### src/rtl/ptch_fusion_pkg.sv
// Shared types, default constants and the accumulator saturation helper
// for the pitch fusion integrator.
package ptch_fusion_pkg;

  typedef enum logic {
    CAL = 1'b0,
    RUN = 1'b1
  } state_t;

  localparam logic [15:0] DEF_RT_OFF_C    = 16'h03C2;
  localparam logic [15:0] AZ_OFFSET_C     = 16'hFE80;
  localparam int          ACC_GAIN_C      = 327;
  localparam int          ACC_SHIFT_C     = 13;
  localparam int          FUSION_STEP_C   = 1024;

  // Clamp a sign-extended sum into the signed range of an aw-bit accumulator.
  function automatic logic signed [63:0] sat_acc(input logic signed [63:0] x,
                                                 input int aw);
    logic signed [63:0] hi;
    logic signed [63:0] lo;
    hi = (64'sd1 <<< (aw - 1)) - 64'sd1;
    lo = -(64'sd1 <<< (aw - 1));
    if (x > hi) return hi;
    else if (x < lo) return lo;
    else return x;
  endfunction

endpackage

### src/rtl/ptch_fusion_integrator_cal_avg.sv
// Gyro offset calibration: sums 2^CAL_LOG2 samples and flags the sample
// that completes the set, presenting the rounded-down mean alongside it.
module ptch_cal_avg #(
  parameter int DW       = 16,
  parameter int CAL_LOG2 = 8
) (
  input  logic                 clk,
  input  logic                 rst_n,
  input  logic                 clr,
  input  logic                 smp,
  input  logic [DW-1:0]        sample,
  output logic                 done,
  output logic [DW-1:0]        avg
);

  localparam int SW = DW + CAL_LOG2;

  logic [CAL_LOG2-1:0]  cnt;
  logic signed [SW-1:0] sum;
  logic signed [SW-1:0] sum_nxt;

  assign sum_nxt = sum + SW'($signed(sample));
  assign done    = smp && (cnt == '1);
  assign avg     = DW'(sum_nxt >>> CAL_LOG2);

  always_ff @(posedge clk or negedge rst_n) begin
    if (!rst_n) begin
      cnt <= '0;
      sum <= '0;
    end else if (clr || done) begin
      cnt <= '0;
      sum <= '0;
    end else if (smp) begin
      cnt <= cnt + 1'b1;
      sum <= sum_nxt;
    end
  end

endmodule

### src/rtl/ptch_fusion_integrator.sv
// Pitch integrator: learns the gyro rate offset, then integrates the
// compensated rate with a fixed-step pull toward the accelerometer pitch.
module ptch_fusion_integrator
  import ptch_fusion_pkg::*;
#(
  parameter int          DW          = 16,
  parameter int          INT_FRAC    = 11,
  parameter int          CAL_LOG2    = 8,
  parameter logic [15:0] DEF_RT_OFF  = DEF_RT_OFF_C,
  parameter logic [15:0] AZ_OFFSET   = AZ_OFFSET_C,
  parameter int          ACC_GAIN    = ACC_GAIN_C,
  parameter int          ACC_SHIFT   = ACC_SHIFT_C,
  parameter int          FUSION_STEP = FUSION_STEP_C
) (
  input  logic          clk,
  input  logic          rst_n,
  input  logic          vld,
  input  logic          cal_req,
  input  logic [DW-1:0] ptch_rt,
  input  logic [DW-1:0] AZ,
  output logic [DW-1:0] ptch,
  output logic          ptch_vld,
  output logic          cal_done,
  output logic [DW-1:0] rt_offset
);

  localparam int AW = DW + INT_FRAC;
  localparam int PW = DW + 17;
  localparam logic signed [15:0]   GAIN_S = 16'(ACC_GAIN);
  localparam logic signed [AW-1:0] FUS_P  = AW'(FUSION_STEP);
  localparam logic signed [AW-1:0] FUS_N  = -FUS_P;

  state_t               state, state_nxt;
  logic signed [AW-1:0] acc, acc_nxt;
  logic [DW-1:0]        rt_offset_nxt;
  logic                 ptch_vld_nxt;

  logic                 cal_smp, cal_fin;
  logic [DW-1:0]        cal_avg;

  logic signed [DW-1:0] ptch_s, ptch_acc, rate;
  logic signed [DW:0]   az_diff;
  logic signed [PW-1:0] az_prod;
  logic signed [AW-1:0] fus, acc_sat;
  logic signed [AW+1:0] acc_sum;

  assign cal_smp = vld && !cal_req && (state == CAL);

  ptch_cal_avg #(.DW(DW), .CAL_LOG2(CAL_LOG2)) u_cal (
    .clk    (clk),
    .rst_n  (rst_n),
    .clr    (cal_req),
    .smp    (cal_smp),
    .sample (ptch_rt),
    .done   (cal_fin),
    .avg    (cal_avg)
  );

  assign ptch     = acc[AW-1:INT_FRAC];
  assign ptch_s   = $signed(ptch);
  assign cal_done = (state == RUN);

  // Accelerometer pitch estimate; difference kept one bit wider so it cannot wrap.
  assign az_diff  = (DW+1)'($signed(AZ)) - (DW+1)'($signed(AZ_OFFSET[DW-1:0]));
  assign az_prod  = $signed(PW'(az_diff)) * $signed(PW'(GAIN_S));
  assign ptch_acc = DW'(az_prod >>> ACC_SHIFT);
  assign fus      = (ptch_acc > ptch_s) ? FUS_P : FUS_N;

  assign rate     = $signed(ptch_rt - rt_offset);
  assign acc_sum  = (AW+2)'(acc) - (AW+2)'(rate) + (AW+2)'(fus);
  assign acc_sat  = AW'(sat_acc(64'(acc_sum), AW));

  always_comb begin
    state_nxt     = state;
    acc_nxt       = acc;
    rt_offset_nxt = rt_offset;
    ptch_vld_nxt  = 1'b0;
    if (cal_req) begin
      state_nxt = CAL;
      acc_nxt   = '0;
    end else begin
      case (state)
        CAL: if (cal_fin) begin
          rt_offset_nxt = cal_avg;
          acc_nxt       = '0;
          state_nxt     = RUN;
        end
        RUN: if (vld) begin
          acc_nxt      = acc_sat;
          ptch_vld_nxt = 1'b1;
        end
        default: state_nxt = CAL;
      endcase
    end
  end

  always_ff @(posedge clk or negedge rst_n) begin
    if (!rst_n) begin
      state     <= CAL;
      acc       <= '0;
      rt_offset <= DEF_RT_OFF[DW-1:0];
      ptch_vld  <= 1'b0;
    end else begin
      state     <= state_nxt;
      acc       <= acc_nxt;
      rt_offset <= rt_offset_nxt;
      ptch_vld  <= ptch_vld_nxt;
    end
  end

endmodule
### config.mk
export PLATFORM = sky130hd
export DESIGN_NAME = ptch_fusion_integrator
export DESIGN_NICKNAME = d
export VERILOG_FILES = /design/src/rtl/ptch_fusion_pkg.sv /design/src/rtl/ptch_fusion_integrator_cal_avg.sv /design/src/rtl/ptch_fusion_integrator.sv
export SDC_FILE = /design/constraint.sdc
export NUM_CORES = 1
export LEC_CHECK = 0
export BUFFER_PORTS_ARGS = -buffer_cell sky130_fd_sc_hd__buf_2
export CAP_MARGIN = 10
export CORE_AREA = 10 10 161 163
export CTS_BUF_LIST = sky130_fd_sc_hd__clkbuf_2
export CTS_CLUSTER_DIAMETER = 120
export CTS_CLUSTER_SIZE = 30
export DETAILED_ROUTE_END_ITERATION = 10
export DIE_AREA = 0 0 171 173
export PLACE_DENSITY = 0.71
export SYNTH_ARGS = -nofsm -noshare
export SYNTH_HDL_FRONTEND = slang
export SYNTH_SLANG_ARGS = --single-unit
### constraint.sdc
create_clock -name clk -period 5.15 [get_ports clk]
set_clock_uncertainty 0.05 [all_clocks]
set_input_delay 1.03 -clock clk [delete_from_list [all_inputs] [get_ports clk]]
set_output_delay 1.03 -clock clk [all_outputs]
set_load 0.03 [all_outputs]
==> flow_metrics.py <==
metrics = {
    "status": {
        "status": "complete, but fails checks",
        "violations": "setup timing",
    },
    "clock_tree": {
        "htreeDepth": 3,
        "cts.sinks": 77,
        "clock_latency_ns": 0.59,
        "cts_made_buffers": 9,
        "cts_tree": "built",
        "cts_max_path_buffers": 2,
        "path_clk_slew_ns": 0.24,
        "cts_root_buf": "clkbuf_2",
    },
    "logic_synthesis": {
        "yosys.area.top_type": "ha_1",
        "synth_compound_area_share_pct": 19.4,
        "async_flop_share_pct": 100,
        "synth.distinct_cells": 69,
        "avgSynthCellArea_um2": 9.29,
        "synthMuxAreaShare_pct": 0.663,
        "synth_nets": 1349,
        "synth_top_family_by_area": "adder cells",
        "synthFlopType": "dfrtp_1",
        "synth_fa_ha_area_share_pct": 34.4,
        "synth-seq-area-share_pct": 19.3,
        "synth_top_area_share_pct": 21.8,
        "synth_edf_count": 0,
        "ys_ff_latch": 77,
        "netlist_area_um2": 10000,
        "ys_warn_count": 0,
        "synth-xor-area-share_pct": 8.37,
        "yosys.area_share.simple_pct": 10.1,
        "synth.area.top_cells": "ha_1, dfrtp_1, fa_1",
        "synthCells": 1076,
    },
    "worst_setup_path": {
        "rrSetupSlack_ns": -0.61,
        "cp.required_ns": 5.61,
        "crit_slowest_cell": "fa_1",
        "worst_setup_path_start_kind": "input pin",
        "crit_type": "in -> reg",
        "cp_data_arrival_time_ns": 9.72,
        "slowest_delay_ns": 0.55,
        "end_kind": "flip-flop",
        "crit_path_max_fanout": 6,
    },
    "global_routing": {
        "grt_overflow": 0,
        "met1_usage_pct": 22.3,
        "grtUsageMet3_pct": 2.53,
        "met2_usage_pct": 31.8,
        "grt_max_degree": 78,
        "grt_usage_pct": 18.1,
        "grt_pass1_wl_um": 44500,
        "grt_pass1_vias": 9376,
        "grt-busiest-layer": "met2",
        "antenna_found_initial": 0,
    },
    "sta": {
        "maxSlewViolCount": 0,
        "finalSetupViolations": 27,
        "setup_slack_ns": -4.11,
        "finalCriticalPeriod_ns": 9.26,
        "hold_viol_final": 0,
        "fin_crit_sh_pct": 180,
        "rsz0062_at_grt": "true",
        "fmax_mhz": 108,
        "whs_ns": 0.472,
        "tightest_slew_ns": 1.02,
        "relSlewSlack_pct": 31.8,
        "fin_setup_tns_ns": -109.43,
    },
    "pwr": {
        "p_total_mw": 6.58,
        "p_comb_share_pct": 84.7,
        "power_leakage_nw": 6.76,
        "p_sw_share_pct": 45.3,
        "seqPwrFrac_pct": 10.6,
        "switching_power_mw": 2.98,
        "vdd_ir_drop_max_v": 0.000339,
        "pwr-share-clk_pct": 4.7,
        "power_density_nw_per_um2": 492,
        "internal_power_mw": 3.60,
    },
    "floorplanning": {
        "die-width_um": 171,
        "start_util_pct": 44.3,
        "rows": 55,
        "io_pins": 70,
        "die_h_um": 173,
        "core_um2": 22600,
        "dieArea_um2": 29600,
    },
    "finish": {
        "area_delta_synth_final_pct": 33.8,
        "post-route-util_pct": 59.3,
        "n_antenna_cell": 0,
        "fin_area_um2": 13400,
        "stdcell_count": 1667,
        "drive_above_1_share_pct": 34.5,
        "fin_nets": 1650,
    },
    "placement": {
        "dp_cells": 1602,
        "globalplace.congestion": 0.880,
        "placed_area_um2": 12400,
        "place_hpwl_um": 20200,
        "place_ws_ns": -5.33,
        "port_buffers": 69,
    },
    "drt": {
        "routedWlPerCell_um": 16.1,
        "dr.pass1.iters": 5,
        "drc": 0,
        "num_vias": 8845,
        "drtIter0Drc": 375,
        "vias_per_cell": 5.31,
        "drt_wl_total_um": 26800,
        "postRouteAntennaNets": 0,
    },
    "worst_hold_path": {
        "hold_path.class": "reg -> reg",
    },
    "job": {
        "maxCapViolations": 0,
    },
}
## synth_stat cells, types with 18 or more instances
library cell  number
a21o_1            24
a21oi_1           68
a221o_1           20
a22o_1            20
dfrtp_1           72
fa_1              63
ha_1             174
inv_1            152
nand2_1           56
nand3_1           18
nor2_1            70
o21ai_0           40
xnor2_1           56
xor2_1            34
## critical path, delay by kind of cell
kind            cells  cell delay, ns
fa+ha+maj           9            3.36
compound gates     15            2.45
simple gates       12            1.67
buf+inv             9            0.99
xor+xnor            1            0.20
## power by group through the flow
stage | logic [mW] | clock network (mW) | registers (mW)
after detailed placement | 4.81 | 0 | 0.704
after global placement | 4.67 | 0 | 0.705
after CTS | 5.27 | 0.319 | 0.695
final | 5.58 | 0.310 | 0.696
after floorplan | 3.21 | 0 | 0.708
after global routing | 6.16 | 0.346 | 0.702
## sequential cells by signal, indices dropped and copies added (netlist names)
register / cells
acc: 27
cal_done: 1
u_cal.cnt: 8
u_cal.sum: 24
rt_offset: 16
ptch_vld: 1
## routing by layer
metal  up-vias  wire length [µm]
met5         -                 0
li1       4350                 -
met4         0               649
met1      4272             11700
met2       176             13500
met3        47               958
## final cells by class
class                      instances  area, µm²
tap                              285        357
sequential                        77       1930
timing repair buffer             320       2370
clock buffer                      10       50.0
inverter                         152        578
clock inverter                     6       40.0
multi-input combinational        817       8040
fill                            1858       9200
## cells in the final DEF (no fill, tap or decap), types with 7 or more instances in the layout
cell type  instances
buf_4            231
ha_1             150
inv_1            144
dfrtp_1           72
buf_2             63
fa_1              61
nor2_1            60
a21oi_1           58
xnor2_1           52
nand2_1           51
o21ai_0           33
xor2_1            32
a21o_1            24
ha_4              22
buf_6             22
a221o_1           20
a22o_1            20
o21a_1            16
nand4_1           12
nand3_1           12
nand2b_1          11
a21oi_2           10
clkbuf_2          10
nor2_2             8
o21ai_2            8
nor3_1             7
## final timing paths
path,startpoint,cells after the start,end
max in group asynchronous,rst_n,1,u_cal.sum[22]
min reg2reg,u_cal.sum[2],2,u_cal.sum[2]
max reg2reg,rt_offset[1],25,acc[5]
max,AZ[8],46,acc[5]
min in group asynchronous,rst_n,1,u_cal.sum[14]
min,u_cal.sum[2],2,u_cal.sum[2]
## what timing repair did
item / 4_1_cts / 5_1_grt
buffers inserted: 33 / 14
gates cloned: 3 / 0
resized for setup: 53 / 35
endpoints found under the setup margin: 27 / 27
pin swaps: 63 / 38
hold buffers: 0 / 0
## cells by family (layout without fill, tap and decap cells)
logic type	Yosys count	count (layout)
AOI/OAI and AO/OA	266	269
adders and majority gates	237	237
and+or+nand+nor	212	212
buffers and inverters	185	488
xor gates and xnor gates	93	93
DFF	77	77
muxes	6	6
No activity file was read; power rests on OpenSTA's default activity.
